### src/rtl/eb_upsize_if.sv
// -----------------------------------------------------------------------------
// eb_upsize_if
//
// Purpose:
//   Bundles the narrow upstream (t_0_*) and wide downstream (i_0_*) req/ack
//   channels of the eb_upsize width upsizer into one interface.
//
// Parameters:
//   WIDTH  width of one narrow beat in bits
//   RATIO  number of narrow beats per wide word
//
// Signals:
//   t_0_req   upstream beat valid                   (master -> slave)
//   t_0_ack   upstream beat accepted                (slave  -> master)
//   t_0_dat   upstream beat data, WIDTH bits        (master -> slave)
//   i_0_req   packed word valid                     (slave  -> master)
//   i_0_ack   downstream ready                      (master -> slave)
//   i_0_dat   packed word, WIDTH*RATIO bits         (slave  -> master)
//   t_0_last  final beat of a packet                (EB_UPSIZE_LAST_EN only)
//   i_0_len   valid beats in packed word            (EB_UPSIZE_LAST_EN only)
//
// Modports:
//   master  the environment: drives the upstream beats and downstream ready
//   slave   the upsizer itself
//
// Optional feature macro: EB_UPSIZE_LAST_EN
// -----------------------------------------------------------------------------
interface eb_upsize_if #(
    parameter int WIDTH = 8,
    parameter int RATIO = 4
);
    localparam int LEN_W = $clog2(RATIO) + 1;

    logic                   t_0_req;
    logic                   t_0_ack;
    logic [WIDTH-1:0]       t_0_dat;
    logic                   i_0_req;
    logic                   i_0_ack;
    logic [WIDTH*RATIO-1:0] i_0_dat;
`ifdef EB_UPSIZE_LAST_EN
    logic                   t_0_last;
    logic [LEN_W-1:0]       i_0_len;

    modport master (
        output t_0_req, t_0_dat, t_0_last, i_0_ack,
        input  t_0_ack, i_0_req, i_0_dat, i_0_len
    );

    modport slave (
        input  t_0_req, t_0_dat, t_0_last, i_0_ack,
        output t_0_ack, i_0_req, i_0_dat, i_0_len
    );
`else
    modport master (
        output t_0_req, t_0_dat, i_0_ack,
        input  t_0_ack, i_0_req, i_0_dat
    );

    modport slave (
        input  t_0_req, t_0_dat, i_0_ack,
        output t_0_ack, i_0_req, i_0_dat
    );
`endif
endinterface

### src/rtl/eb_upsize.sv
// -----------------------------------------------------------------------------
// eb_upsize
//
// Purpose:
//   Elastic width upsizer. Packs RATIO consecutive WIDTH-bit beats into one
//   WIDTH*RATIO-bit word, beat 0 in the least significant lane. Intended to sit
//   directly downstream of a 2-entry elastic buffer stage. Accepts one narrow
//   beat per cycle without bubbles while downstream is ready; the packed word
//   is presented the cycle after its last beat is accepted.
//
// Parameters:
//   WIDTH  width of one narrow beat in bits (default 8)
//   RATIO  beats per packed word, legal range 2..16 (default 4)
//
// Ports:
//   clk      clock, rising edge
//   reset_n  asynchronous, active-low reset
//   bus      eb_upsize_if.slave: t_0_req/t_0_ack/t_0_dat upstream,
//            i_0_req/i_0_ack/i_0_dat downstream
//            (+ t_0_last / i_0_len with EB_UPSIZE_LAST_EN)
//
// Optional feature macro: EB_UPSIZE_LAST_EN
//   Adds packet framing: a beat with t_0_last=1 closes the word early, the
//   unused upper lanes are zero-filled and i_0_len reports the beat count.
// -----------------------------------------------------------------------------
module eb_upsize #(
    parameter int WIDTH = 8,
    parameter int RATIO = 4
) (
    input  logic       clk,
    input  logic       reset_n,
    eb_upsize_if.slave bus
);
    localparam int CNT_W = $clog2(RATIO);
    localparam int LEN_W = CNT_W + 1;
    localparam int ACC_W = (RATIO - 1) * WIDTH;
    localparam int OUT_W = RATIO * WIDTH;

    localparam logic [CNT_W-1:0] LAST_CNT = CNT_W'(RATIO - 1);

    generate
        if (RATIO < 2 || RATIO > 16) begin : g_bad_ratio
            $error("eb_upsize: RATIO must be in 2..16");
        end
    endgenerate

    // -------------------------------------------------------------------------
    // State
    // -------------------------------------------------------------------------
    logic [CNT_W-1:0] cnt_reg,  cnt_next;
    logic             full_reg, full_next;
    logic [ACC_W-1:0] acc_reg,  acc_next;
    logic [OUT_W-1:0] out_reg,  out_next;
`ifdef EB_UPSIZE_LAST_EN
    logic [LEN_W-1:0] len_reg,  len_next;
`endif

    // -------------------------------------------------------------------------
    // Handshake decode
    // -------------------------------------------------------------------------
    logic             cnt_is_last;
    logic             ack_int;
    logic             accept;
    logic             word_end;
    logic             word_load;
    logic             out_fire;
    logic [OUT_W-1:0] word_next;

    assign cnt_is_last = (cnt_reg == LAST_CNT);

`ifdef EB_UPSIZE_LAST_EN
    // A beat that closes a word (last lane or packet end) needs the output
    // register; every other beat only touches the accumulator and never stalls.
    assign ack_int  = (~cnt_is_last & ~bus.t_0_last) | ~full_reg | bus.i_0_ack;
    assign word_end = cnt_is_last | bus.t_0_last;
`else
    assign ack_int  = ~cnt_is_last | ~full_reg | bus.i_0_ack;
    assign word_end = cnt_is_last;
`endif

    assign accept    = bus.t_0_req & ack_int;
    assign word_load = accept & word_end;
    assign out_fire  = full_reg & bus.i_0_ack;

    // -------------------------------------------------------------------------
    // Word assembly: the closing beat goes straight into the output register
    // alongside the accumulated lanes, so it never occupies the accumulator.
    // -------------------------------------------------------------------------
`ifdef EB_UPSIZE_LAST_EN
    // Early flush: lanes below cnt come from the accumulator, lane cnt is the
    // incoming beat, lanes above cnt are zero-filled (stale accumulator
    // contents from an earlier word must not leak out).
    genvar gi;
    generate
        for (gi = 0; gi < RATIO; gi++) begin : g_lane
            if (gi < RATIO - 1) begin : g_acc_lane
                assign word_next[gi*WIDTH +: WIDTH] =
                    (CNT_W'(gi) < cnt_reg)  ? acc_reg[gi*WIDTH +: WIDTH] :
                    (CNT_W'(gi) == cnt_reg) ? bus.t_0_dat :
                                              '0;
            end else begin : g_top_lane
                assign word_next[gi*WIDTH +: WIDTH] =
                    cnt_is_last ? bus.t_0_dat : '0;
            end
        end
    endgenerate
`else
    // Full words only: every accumulator lane has been written for this word.
    assign word_next = {bus.t_0_dat, acc_reg};
`endif

    // -------------------------------------------------------------------------
    // Next-state logic
    // -------------------------------------------------------------------------
    always_comb begin
        cnt_next  = cnt_reg;
        full_next = full_reg;
        acc_next  = acc_reg;
        out_next  = out_reg;
`ifdef EB_UPSIZE_LAST_EN
        len_next  = len_reg;
`endif

        if (accept) begin
            if (word_end) begin
                // Accumulator is intentionally left as is: every lane is
                // rewritten (or zero-masked) before it is used again.
                cnt_next = '0;
                out_next = word_next;
`ifdef EB_UPSIZE_LAST_EN
                len_next = LEN_W'(cnt_reg) + LEN_W'(1);
`endif
            end else begin
                for (int j = 0; j < RATIO - 1; j++) begin
                    if (cnt_reg == CNT_W'(j)) begin
                        acc_next[j*WIDTH +: WIDTH] = bus.t_0_dat;
                    end
                end
                cnt_next = cnt_reg + CNT_W'(1);
            end
        end

        // A reload in the same cycle as the downstream transfer keeps the
        // register occupied, giving back-to-back words.
        if (word_load) begin
            full_next = 1'b1;
        end else if (out_fire) begin
            full_next = 1'b0;
        end
    end

    // -------------------------------------------------------------------------
    // State registers
    // -------------------------------------------------------------------------
    always_ff @(posedge clk or negedge reset_n) begin
        if (!reset_n) begin
            cnt_reg  <= '0;
            full_reg <= 1'b0;
            acc_reg  <= '0;
            out_reg  <= '0;
`ifdef EB_UPSIZE_LAST_EN
            len_reg  <= '0;
`endif
        end else begin
            cnt_reg  <= cnt_next;
            full_reg <= full_next;
            acc_reg  <= acc_next;
            out_reg  <= out_next;
`ifdef EB_UPSIZE_LAST_EN
            len_reg  <= len_next;
`endif
        end
    end

    // -------------------------------------------------------------------------
    // Outputs
    // -------------------------------------------------------------------------
    assign bus.t_0_ack = ack_int;
    assign bus.i_0_req = full_reg;
    assign bus.i_0_dat = out_reg;
`ifdef EB_UPSIZE_LAST_EN
    assign bus.i_0_len = len_reg;
`endif

endmodule

### src/flat_wrapper.sv
// flat-port wrapper written by rule: the top's interface ports become plain ports
module eb_upsize_flat 
#(
    parameter int WIDTH = 8,
    parameter int RATIO = 4
)
  (clk, reset_n, bus_t_0_req, bus_t_0_dat, bus_i_0_ack, bus_t_0_ack, bus_i_0_req, bus_i_0_dat);
  eb_upsize_if #(.WIDTH(WIDTH), .RATIO(RATIO)) bus_i ();
  input  logic clk;
  input  logic reset_n;
  input wire logic [$bits(bus_i.t_0_req)-1:0] bus_t_0_req;
  input wire logic [$bits(bus_i.t_0_dat)-1:0] bus_t_0_dat;
  input wire logic [$bits(bus_i.i_0_ack)-1:0] bus_i_0_ack;
  output wire logic [$bits(bus_i.t_0_ack)-1:0] bus_t_0_ack;
  output wire logic [$bits(bus_i.i_0_req)-1:0] bus_i_0_req;
  output wire logic [$bits(bus_i.i_0_dat)-1:0] bus_i_0_dat;
  assign bus_i.t_0_req = bus_t_0_req;
  assign bus_i.t_0_dat = bus_t_0_dat;
  assign bus_i.i_0_ack = bus_i_0_ack;
  assign bus_t_0_ack = bus_i.t_0_ack;
  assign bus_i_0_req = bus_i.i_0_req;
  assign bus_i_0_dat = bus_i.i_0_dat;
  eb_upsize #(.WIDTH(WIDTH), .RATIO(RATIO)) u_core (.clk(clk), .reset_n(reset_n), .bus(bus_i));
endmodule
### config.mk
export PLATFORM = sky130hd
export DESIGN_NAME = eb_upsize_flat
export DESIGN_NICKNAME = d
export VERILOG_FILES = /design/src/rtl/eb_upsize_if.sv /design/src/rtl/eb_upsize.sv /design/src/flat_wrapper.sv
export SDC_FILE = /design/constraint.sdc
export NUM_CORES = 1
export LEC_CHECK = 0
export CELL_PAD_IN_SITES_DETAIL_PLACEMENT = 1
export CELL_PAD_IN_SITES_GLOBAL_PLACEMENT = 1
export CORE_UTILIZATION = 47
export CTS_BUF_LIST = sky130_fd_sc_hd__clkbuf_16
export DETAILED_ROUTE_END_ITERATION = 7
export GPL_TIMING_DRIVEN = 0
export PLACE_DENSITY_LB_ADDON = 0.1
export SLEW_MARGIN = 20
export SYNTH_ARGS = -nofsm -noshare
export SYNTH_HDL_FRONTEND = slang
export SYNTH_SLANG_ARGS = --single-unit
### constraint.sdc
create_clock -name clk -period 3.3 [get_ports clk]
set_clock_uncertainty 0.05 [all_clocks]
set_input_delay 0.99 -clock clk [delete_from_list [all_inputs] [get_ports clk]]
set_output_delay 0.99 -clock clk [all_outputs]
set_load 0.05 [all_outputs]
==> tab_implementation.tex, run 1 <==
\begin{tabular}{lr}
\hline
Metric & Value \\
\hline
\multicolumn{2}{l}{\textbf{Status}} \\
\quad Result of the run & completed \\
\multicolumn{2}{l}{\textbf{Critical path}} \\
\quad Cells traversed along the worst timing path & clkdlybuf4s50\_1 -> nand3b\_4 -> dlygate4sd2\_1 \\
\quad Critical path startpoint category & primary input \\
\quad Slowest library cell on the worst path & sky130\_fd\_sc\_hd\_\_dlygate4sd2\_1 \\
\quad Crit path largest cell delay & 530 ps \\
\quad Arrival time reported for the critical path endpoint & around 2200 ps \\
\quad Required time at the worst-slack endpoint & around 2300 ps \\
\quad Sort of element at the end of the critical path & output port \\
\quad WS Path Type & primary input to output port \\
\quad CP max FO & 7 \\
\multicolumn{2}{l}{\textbf{Layout}} \\
\quad Number of flip-flops under the largest register name & 32 \\
\quad Total area of multi-input combinational cells & roughly 970 um\^{}2 \\
\quad Share of layout cells above drive strength 1 & between 30\% and 40\% \\
\quad Final instance area & between 0.003 and 0.004 mm\^{}2 \\
\quad Final cell count without fillers & approximately 270 \\
\quad Filler Cells Inserted & between 400 and 500 \\
\quad Area occupied by registers & roughly 0.0015 mm\^{}2 \\
\quad Area added between synthesis and finish & 33.0\% \\
\quad Final \#Nets & 213 \\
\quad Diodes inserted & 0 \\
\multicolumn{2}{l}{\textbf{Clocking}} \\
\quad Clock-pin slew on the worst setup and hold paths & $\sim$50 ps \\
\quad Clock buffer count from CTS & 9 \\
\quad Hold buffers post-CTS & 0 \\
\quad Clock tree from TritonCTS & done \\
\quad Max H-tree Level & 3 \\
\quad Clock Sink Count & between 50 and 60 \\
\quad Worst skew pair latency & 320 ps \\
\quad Max Buffers Root-to-Sink & 2 \\
\quad Root buffer cell & sky130\_fd\_sc\_hd\_\_clkbuf\_16 \\
\multicolumn{2}{l}{\textbf{Timing}} \\
\quad Measured slew at the worst slew-check pin & around 750 ps \\
\quad Highest attainable clock frequency & about 310 MHz \\
\quad Max-slew headroom & between 50 and 60\% \\
\quad Time the worst path needs with I/O delays and setup & around 3200 ps \\
\quad Setup-failing EPs final & 0 \\
\quad Post-route worst hold slack & 463 ps \\
\quad Count of pins over their slew limit & 0 \\
\quad Ratio of final minimum period to clock period & 96.9\% \\
\quad Final hold violations & 0 \\
\quad Setup repair after global routing missed its margin & no \\
\quad Setup ws final & a little over 100 ps \\
\multicolumn{2}{l}{\textbf{Place}} \\
\quad Cell area after placement & a little over 0.003 mm\^{}2 \\
\quad Routability cong. & between 0.6 and 0.7 \\
\quad Post-placement setup slack & -174 ps \\
\quad Placed cells & roughly 260 \\
\quad Port Buffers & 45 \\
\quad Post-detailed-placement half-perimeter wirelength & 3430 um \\
\multicolumn{2}{l}{\textbf{Synthesis}} \\
\quad Number of warnings issued by yosys & 0 \\
\quad Post-synthesis average cell area & 18.2 um\^{}2 \\
\quad Synth Flop Type & sky130\_fd\_sc\_hd\_\_dfrtp\_1 \\
\quad Post-Syn Nets & 157 \\
\quad Sequential cell area fraction in the yosys report & between 50 and 60\% \\
\quad Number of synthesized register bits & between 50 and 60 \\
\quad Proportion of register bits with asynchronous set or reset after synthesis & 100\% \\
\quad Synth top area cells & sky130\_fd\_sc\_hd\_\_dfrtp\_1 58\%, sky130\_fd\_sc\_hd\_\_mux2\_4 32\%, sky130\_fd\_sc\_hd\_\_buf\_12 2.3\%, sky130\_fd\_sc\_hd\_\_ha\_1 2.0\%, sky130\_fd\_sc\_hd\_\_buf\_6 1.8\% \\
\quad Most repeated cell in the gate-level netlist after synthesis & sky130\_fd\_sc\_hd\_\_dfrtp\_1 \\
\quad Number of instances in the synthesized netlist & between 100 and 150 \\
\quad Area leader, netlist & sky130\_fd\_sc\_hd\_\_dfrtp\_1 \\
\quad Post-synth EDFFs & 0 \\
\quad Area share of the largest cell type after synthesis & a little under 60\% \\
\quad Distinct cells, synth & 15 \\
\quad Cell types with the highest counts after synthesis & 59 x sky130\_fd\_sc\_hd\_\_dfrtp\_1, 54 x sky130\_fd\_sc\_hd\_\_mux2\_4, 4 x sky130\_fd\_sc\_hd\_\_buf\_6, 4 x sky130\_fd\_sc\_hd\_\_ha\_1 \\
\quad Cell Area, Synth & between 0.002 and 0.003 mm\^{}2 \\
\multicolumn{2}{l}{\textbf{Die}} \\
\quad Row count & 26 \\
\quad Total core area & about 0.0052 mm\^{}2 \\
\quad Area enclosed by the die boundary & 0.00575 mm\^{}2 \\
\quad I/O pin count & 46 \\
\quad Die width & around 76 um \\
\quad Initial core utilization & 49.5\% \\
\quad Height of the chip & between 70 and 80 um \\
\multicolumn{2}{l}{\textbf{Global route}} \\
\quad Antenna violations before repair & 0 \\
\quad Overflow after GRT & 0 \\
\quad Total track usage & 22.9\% \\
\quad Wire length of the first global-routing pass & between 8000 and 9000 um \\
\quad Largest net degree at the start of global routing & 60 \\
\quad Number of global-route vias before repair & roughly 1,600 \\
\multicolumn{2}{l}{\textbf{Route}} \\
\quad Routed vias & roughly 1,400 \\
\quad Routed wire length per instance & around 21 um \\
\quad Total wire length & approximately 5700 um \\
\quad Antenna viol nets, final & 0 \\
\quad Pre-antenna DRT Iters & 4 \\
\quad Final routed DRC violation total & 0 \\
\quad Vias per cell & about 5 \\
\quad Number of violations reported at the end of detailed-routing iteration 0 & 62 \\
\multicolumn{2}{l}{\textbf{Job}} \\
\quad Count of max-cap constraint violations & 0 \\
\multicolumn{2}{l}{\textbf{Hold path}} \\
\quad Type of the worst min-delay path & flip-flop to flip-flop \\
\hline
\end{tabular}
layer usage:
| layer | track usage, % | part of all wire (%) | up-vias | wire [um] |
|---|---|---|---|---|
| met5 | 0 | 0 | - | 0 |
| li1 | - | - | 607 | - |
| met1 | 27.4 | 40 | 726 | 2280 |
| met3 | 4.89 | 3.3 | 9 | 187 |
| met4 | 9.88 | 1.6 | 0 | 91 |
| met2 | 39.6 | 55 | 38 | 3120 |
worst max-delay path, delay by kind of cell:
| family | cells | cell delay (ps) |
|---|---|---|
| buffers and inverters | 2 | 1000 |
| AND/OR/NAND/NOR | 1 | 160 |
metrics by stage:
stage | TNS (ps) | utilization (%)
CTS | 0 | 65.8
floorplan | 0 | -
global route | 0 | 65.8
global placement | -28890 | 59.9
finish | 0 | 65.8
detailed placement | -174 | 59.8
worst paths after layout:
kind	start	end	slack, ps	cells after the start
worst max-delay path	bus_i_0_ack	bus_t_0_ack	100	3
worst min-delay path	u_core.bus.i_0_dat[23]	u_core.bus.i_0_dat[23]	460	1
worst max register to register	u_core.cnt_reg[0]	u_core.bus.i_0_dat[10]	1580	6
worst min register to register	u_core.bus.i_0_dat[23]	u_core.bus.i_0_dat[23]	460	1
max in group asynchronous	reset_n	u_core.bus.i_0_dat[13]	2010	1
min in group asynchronous	reset_n	u_core.bus.i_0_dat[29]	670	1
kinds of logic (layout without fill, tap and decap cells):
group	after synthesis	after routing	synth area share [%]
AOI/OAI and AO/OA	4	4	0.978
adders and majority gates	4	4	1.96
buffers and inverters	10	71	4.55
DFF	59	59	57.7
muxes	56	56	32.6
and+or+nand+nor	8	8	2.30
cell usage in the layout, fill, tap and decap left out, drive strengths merged:
cell type      count
nand2              2
nor2b              1
and3               3
bufinv             2
inv                5
dfrtp             59
a31o               1
buf                8
a31oi              1
clkdlybuf4s50     43
a21oi              2
dlygate4sd2        1
clkinv             2
clkbuf             9
nand3b             1
mux2              56
clkinvlp           1
ha                 4
nand2b             1
cell type report:
cell class	instances	area share (%)
well taps	70	2.57
plain buffers	7	3.09
inverters	3	0.331
clock inverters	7	2.50
clock buffers	9	6.62
repair buffers	45	13.1
multi-input cells	72	28.4
flip-flops and latches	59	43.4
repair_timing:
item,CTS,global route
endpoints found under the hold margin,0,0
endpoints found under the setup margin,1,0
setup buffers,0,0
resized for setup,1,0
Power of run 1 is left out: the tool's default activity adds up to more than one toggle a clock period on the data nets, which glitch-free logic cannot reach.
==> run 2, diff against run 1 <==
==> constraint.sdc (replaced) <==
create_clock -name clk -period 3.3 [get_ports clk]
set_clock_uncertainty 0.05 [all_clocks]
set_input_delay 0.99 -clock clk [delete_from_list [all_inputs] [get_ports clk]]
set_output_delay 0.99 -clock clk [all_outputs]
set_load 0.005 [all_outputs]
==> run 2 against run 1 <==
Via count barely moved. Fmax rose by 0.87%. Routed wire length did not move. Register-to-register slack barely moved. Critical path depth did not move. Setup slack improved by 28 ps. Flip-flop and latch count did not move. Non-clock buffer count did not move. Design area barely moved. Sequential share of layout area barely moved. Count of clock-buffer cells in the layout did not move. Utilization barely moved.
==> tab_implementation.tex, run 2 (synthesis results as in run 1) <==
\begin{tabular}{lr}
\hline
Metric & Value \\
\hline
\multicolumn{2}{l}{\textbf{Status}} \\
\quad Result of the run & completed \\
\multicolumn{2}{l}{\textbf{Critical path}} \\
\quad Sort of element at the end of the critical path & output port \\
\quad WS Path Type & primary input to output port \\
\quad Critical Path Source & bus\_i\_0\_ack \\
\quad CP max FO & 7 \\
\quad Reg2Reg Launch Point & u\_core.cnt\_reg[0] \\
\quad Depth of the most critical reg-to-reg path & 6 \\
\quad Arrival time reported for the critical path endpoint & 2130 ps \\
\quad Required time at the worst-slack endpoint & 2260 ps \\
\quad Setup slack of the most critical reg-to-reg path & around 1600 ps \\
\quad Worst R2R End & u\_core.bus.i\_0\_dat[10] \\
\quad Critical path startpoint category & primary input \\
\multicolumn{2}{l}{\textbf{Power}} \\
\quad Clk pwr share & approximately a quarter \\
\quad Sequential share of power & a little over a third \\
\quad Net switching fraction of the power & 26.7\% \\
\quad Switching power total & approximately 1.0 mW \\
\quad Cell Pwr Density & $\sim$1100 mW/mm\^{}2 \\
\quad Peak VDD IR & 0.540 mV \\
\quad Final total power & 3.76 mW \\
\quad Leakage & 1.58 nW \\
\quad Design internal power & about 2.8 mW \\
\quad Combinational share of power & a little under two fifths \\
\multicolumn{2}{l}{\textbf{Layout}} \\
\quad Top library cells by usage in the layout, fill and taps aside & 59 x sky130\_fd\_sc\_hd\_\_dfrtp\_1, 54 x sky130\_fd\_sc\_hd\_\_mux2\_4, 44 x sky130\_fd\_sc\_hd\_\_clkdlybuf4s50\_1 \\
\quad Final cell count without fillers & approximately 270 \\
\quad Most common cell after layout, fill and taps aside & sky130\_fd\_sc\_hd\_\_dfrtp\_1 \\
\quad Final instance area & $\sim$0.0034 mm\^{}2 \\
\quad Area added between synthesis and finish & 33.0\% \\
\quad Final \#Nets & about 210 \\
\quad Number of flip-flops under the largest register name & 32 \\
\quad Diodes inserted & 0 \\
\quad Share of layout cells above drive strength 1 & roughly two fifths \\
\multicolumn{2}{l}{\textbf{Global route}} \\
\quad Wire length of the first global-routing pass & about 8800 um \\
\quad Number of global-route vias before repair & $\sim$1,600 \\
\quad Largest net degree at the start of global routing & 60 \\
\quad Total track usage & between 20\% and 30\% \\
\quad Antenna violations before repair & 0 \\
\quad Overflow after GRT & 0 \\
\multicolumn{2}{l}{\textbf{Die}} \\
\quad Initial core utilization & 49.5\% \\
\quad Row count & 26 \\
\quad I/O pin count & 46 \\
\quad Height of the chip & 75.8 um \\
\quad Total core area & between 0.005 and 0.006 mm\^{}2 \\
\quad Area enclosed by the die boundary & 0.00575 mm\^{}2 \\
\quad Die width & roughly 76 um \\
\multicolumn{2}{l}{\textbf{Timing}} \\
\quad Max-slew headroom & approximately 50\% \\
\quad Time the worst path needs with I/O delays and setup & around 3200 ps \\
\quad Ratio of final minimum period to clock period & between 90\% and 100\% \\
\quad Setup-failing EPs final & 0 \\
\quad Setup ws final & approximately 130 ps \\
\quad Setup Total Neg Slack & 0 ps \\
\quad Setup repair after global routing missed its margin & no \\
\quad Final hold violations & 0 \\
\quad Measured slew at the worst slew-check pin & approximately 750 ps \\
\quad Highest attainable clock frequency & about 320 MHz \\
\quad Count of pins over their slew limit & 0 \\
\multicolumn{2}{l}{\textbf{Hold path}} \\
\quad Type of the worst min-delay path & flip-flop to flip-flop \\
\quad Launch instance of the worst min-delay path & u\_core.bus.i\_0\_dat[23] \\
\quad Hold Path Depth & 1 \\
\quad Endpoint, Worst Hold & u\_core.bus.i\_0\_dat[23] \\
\multicolumn{2}{l}{\textbf{Place}} \\
\quad Cell area after placement & around 0.0031 mm\^{}2 \\
\quad Post-placement setup slack & 129 ps \\
\quad Placed cells & $\sim$260 \\
\quad Port Buffers & 45 \\
\quad Post-detailed-placement half-perimeter wirelength & approximately 3400 um \\
\quad Routability cong. & around 0.70 \\
\multicolumn{2}{l}{\textbf{Clocking}} \\
\quad Worst skew pair latency & approximately 320 ps \\
\quad Max Buffers Root-to-Sink & 2 \\
\quad Post-CTS Repair Setup Buffers & 0 \\
\quad Hold buffers post-CTS & 0 \\
\quad Clock Sink Count & just under 60 \\
\quad Max H-tree Level & 3 \\
\quad Root buffer cell & sky130\_fd\_sc\_hd\_\_clkbuf\_16 \\
\quad Clock tree from TritonCTS & done \\
\quad Clock-pin slew on the worst setup and hold paths & around 50 ps \\
\quad Clock buffer count from CTS & 9 \\
\quad CTS resizes & 0 \\
\multicolumn{2}{l}{\textbf{Route}} \\
\quad Total wire length & between 5000 and 6000 um \\
\quad Pre-antenna DRT Iters & 4 \\
\quad Number of violations reported at the end of detailed-routing iteration 0 & between 60 and 70 \\
\quad Routed vias & roughly 1,400 \\
\quad Vias per cell & between 5 and 6 \\
\quad Final routed DRC violation total & 0 \\
\quad Antenna viol nets, final & 0 \\
\quad Routed wire length per instance & 20.9 um \\
\multicolumn{2}{l}{\textbf{Job}} \\
\quad Count of max-cap constraint violations & 0 \\
\hline
\end{tabular}
## run 2: area by class of cell
type	instances	area, um^2
inverter	3	11.3
sequential	59	1480
tap	70	87.6
clock inverter	7	85.1
timing repair buffer	45	448
fill	461	1770
buffer	7	105
clock buffer	9	225
multi-input combinational	72	967
## run 2: worst max path at each step
stage                                   end  slack [ps]  depth (start not counted)
after CTS                       bus_t_0_ack         120                          3
after global routing            bus_t_0_ack         100                          3
after global placement    u_core.cnt_reg[0]        -490                          1
after detailed placement        bus_t_0_ack         130                          3
final                           bus_t_0_ack         130                          3
after floorplan                 bus_t_0_ack        1110                          1
## run 2: through the flow
stage,util (%),hold WS (ps)
after CTS,65.8,465
after global routing,65.8,478
after floorplan,-,426
after detailed placement,59.8,447
final,65.8,463
after global placement,59.9,442
## run 2: critical path, cell delays in order
cell                              delay (ps)
sky130_fd_sc_hd__clkdlybuf4s50_1         470
sky130_fd_sc_hd__nand3b_4                160
sky130_fd_sc_hd__clkdlybuf4s50_1         510
## run 2: layer usage
layer / share of wire [%] / track usage [%] / vias up
li1: - / - / 607
met2: 55 / 39.6 / 38
met3: 3.3 / 4.89 / 9
met1: 40 / 27.4 / 725
met5: 0 / 0 / -
met4: 1.6 / 9.88 / 0
## run 2: power groups by stage
stage	sequential, mW	clock, mW	combinational [mW]
finish	1.36	0.973	1.43
global route	1.40	1.02	1.54
CTS	1.36	0.988	1.45
detailed placement	1.35	0	1.42
global placement	1.31	0	1.37
floorplan	1.30	0	0.838
Note: power is estimated with default switching activity, not from simulation.
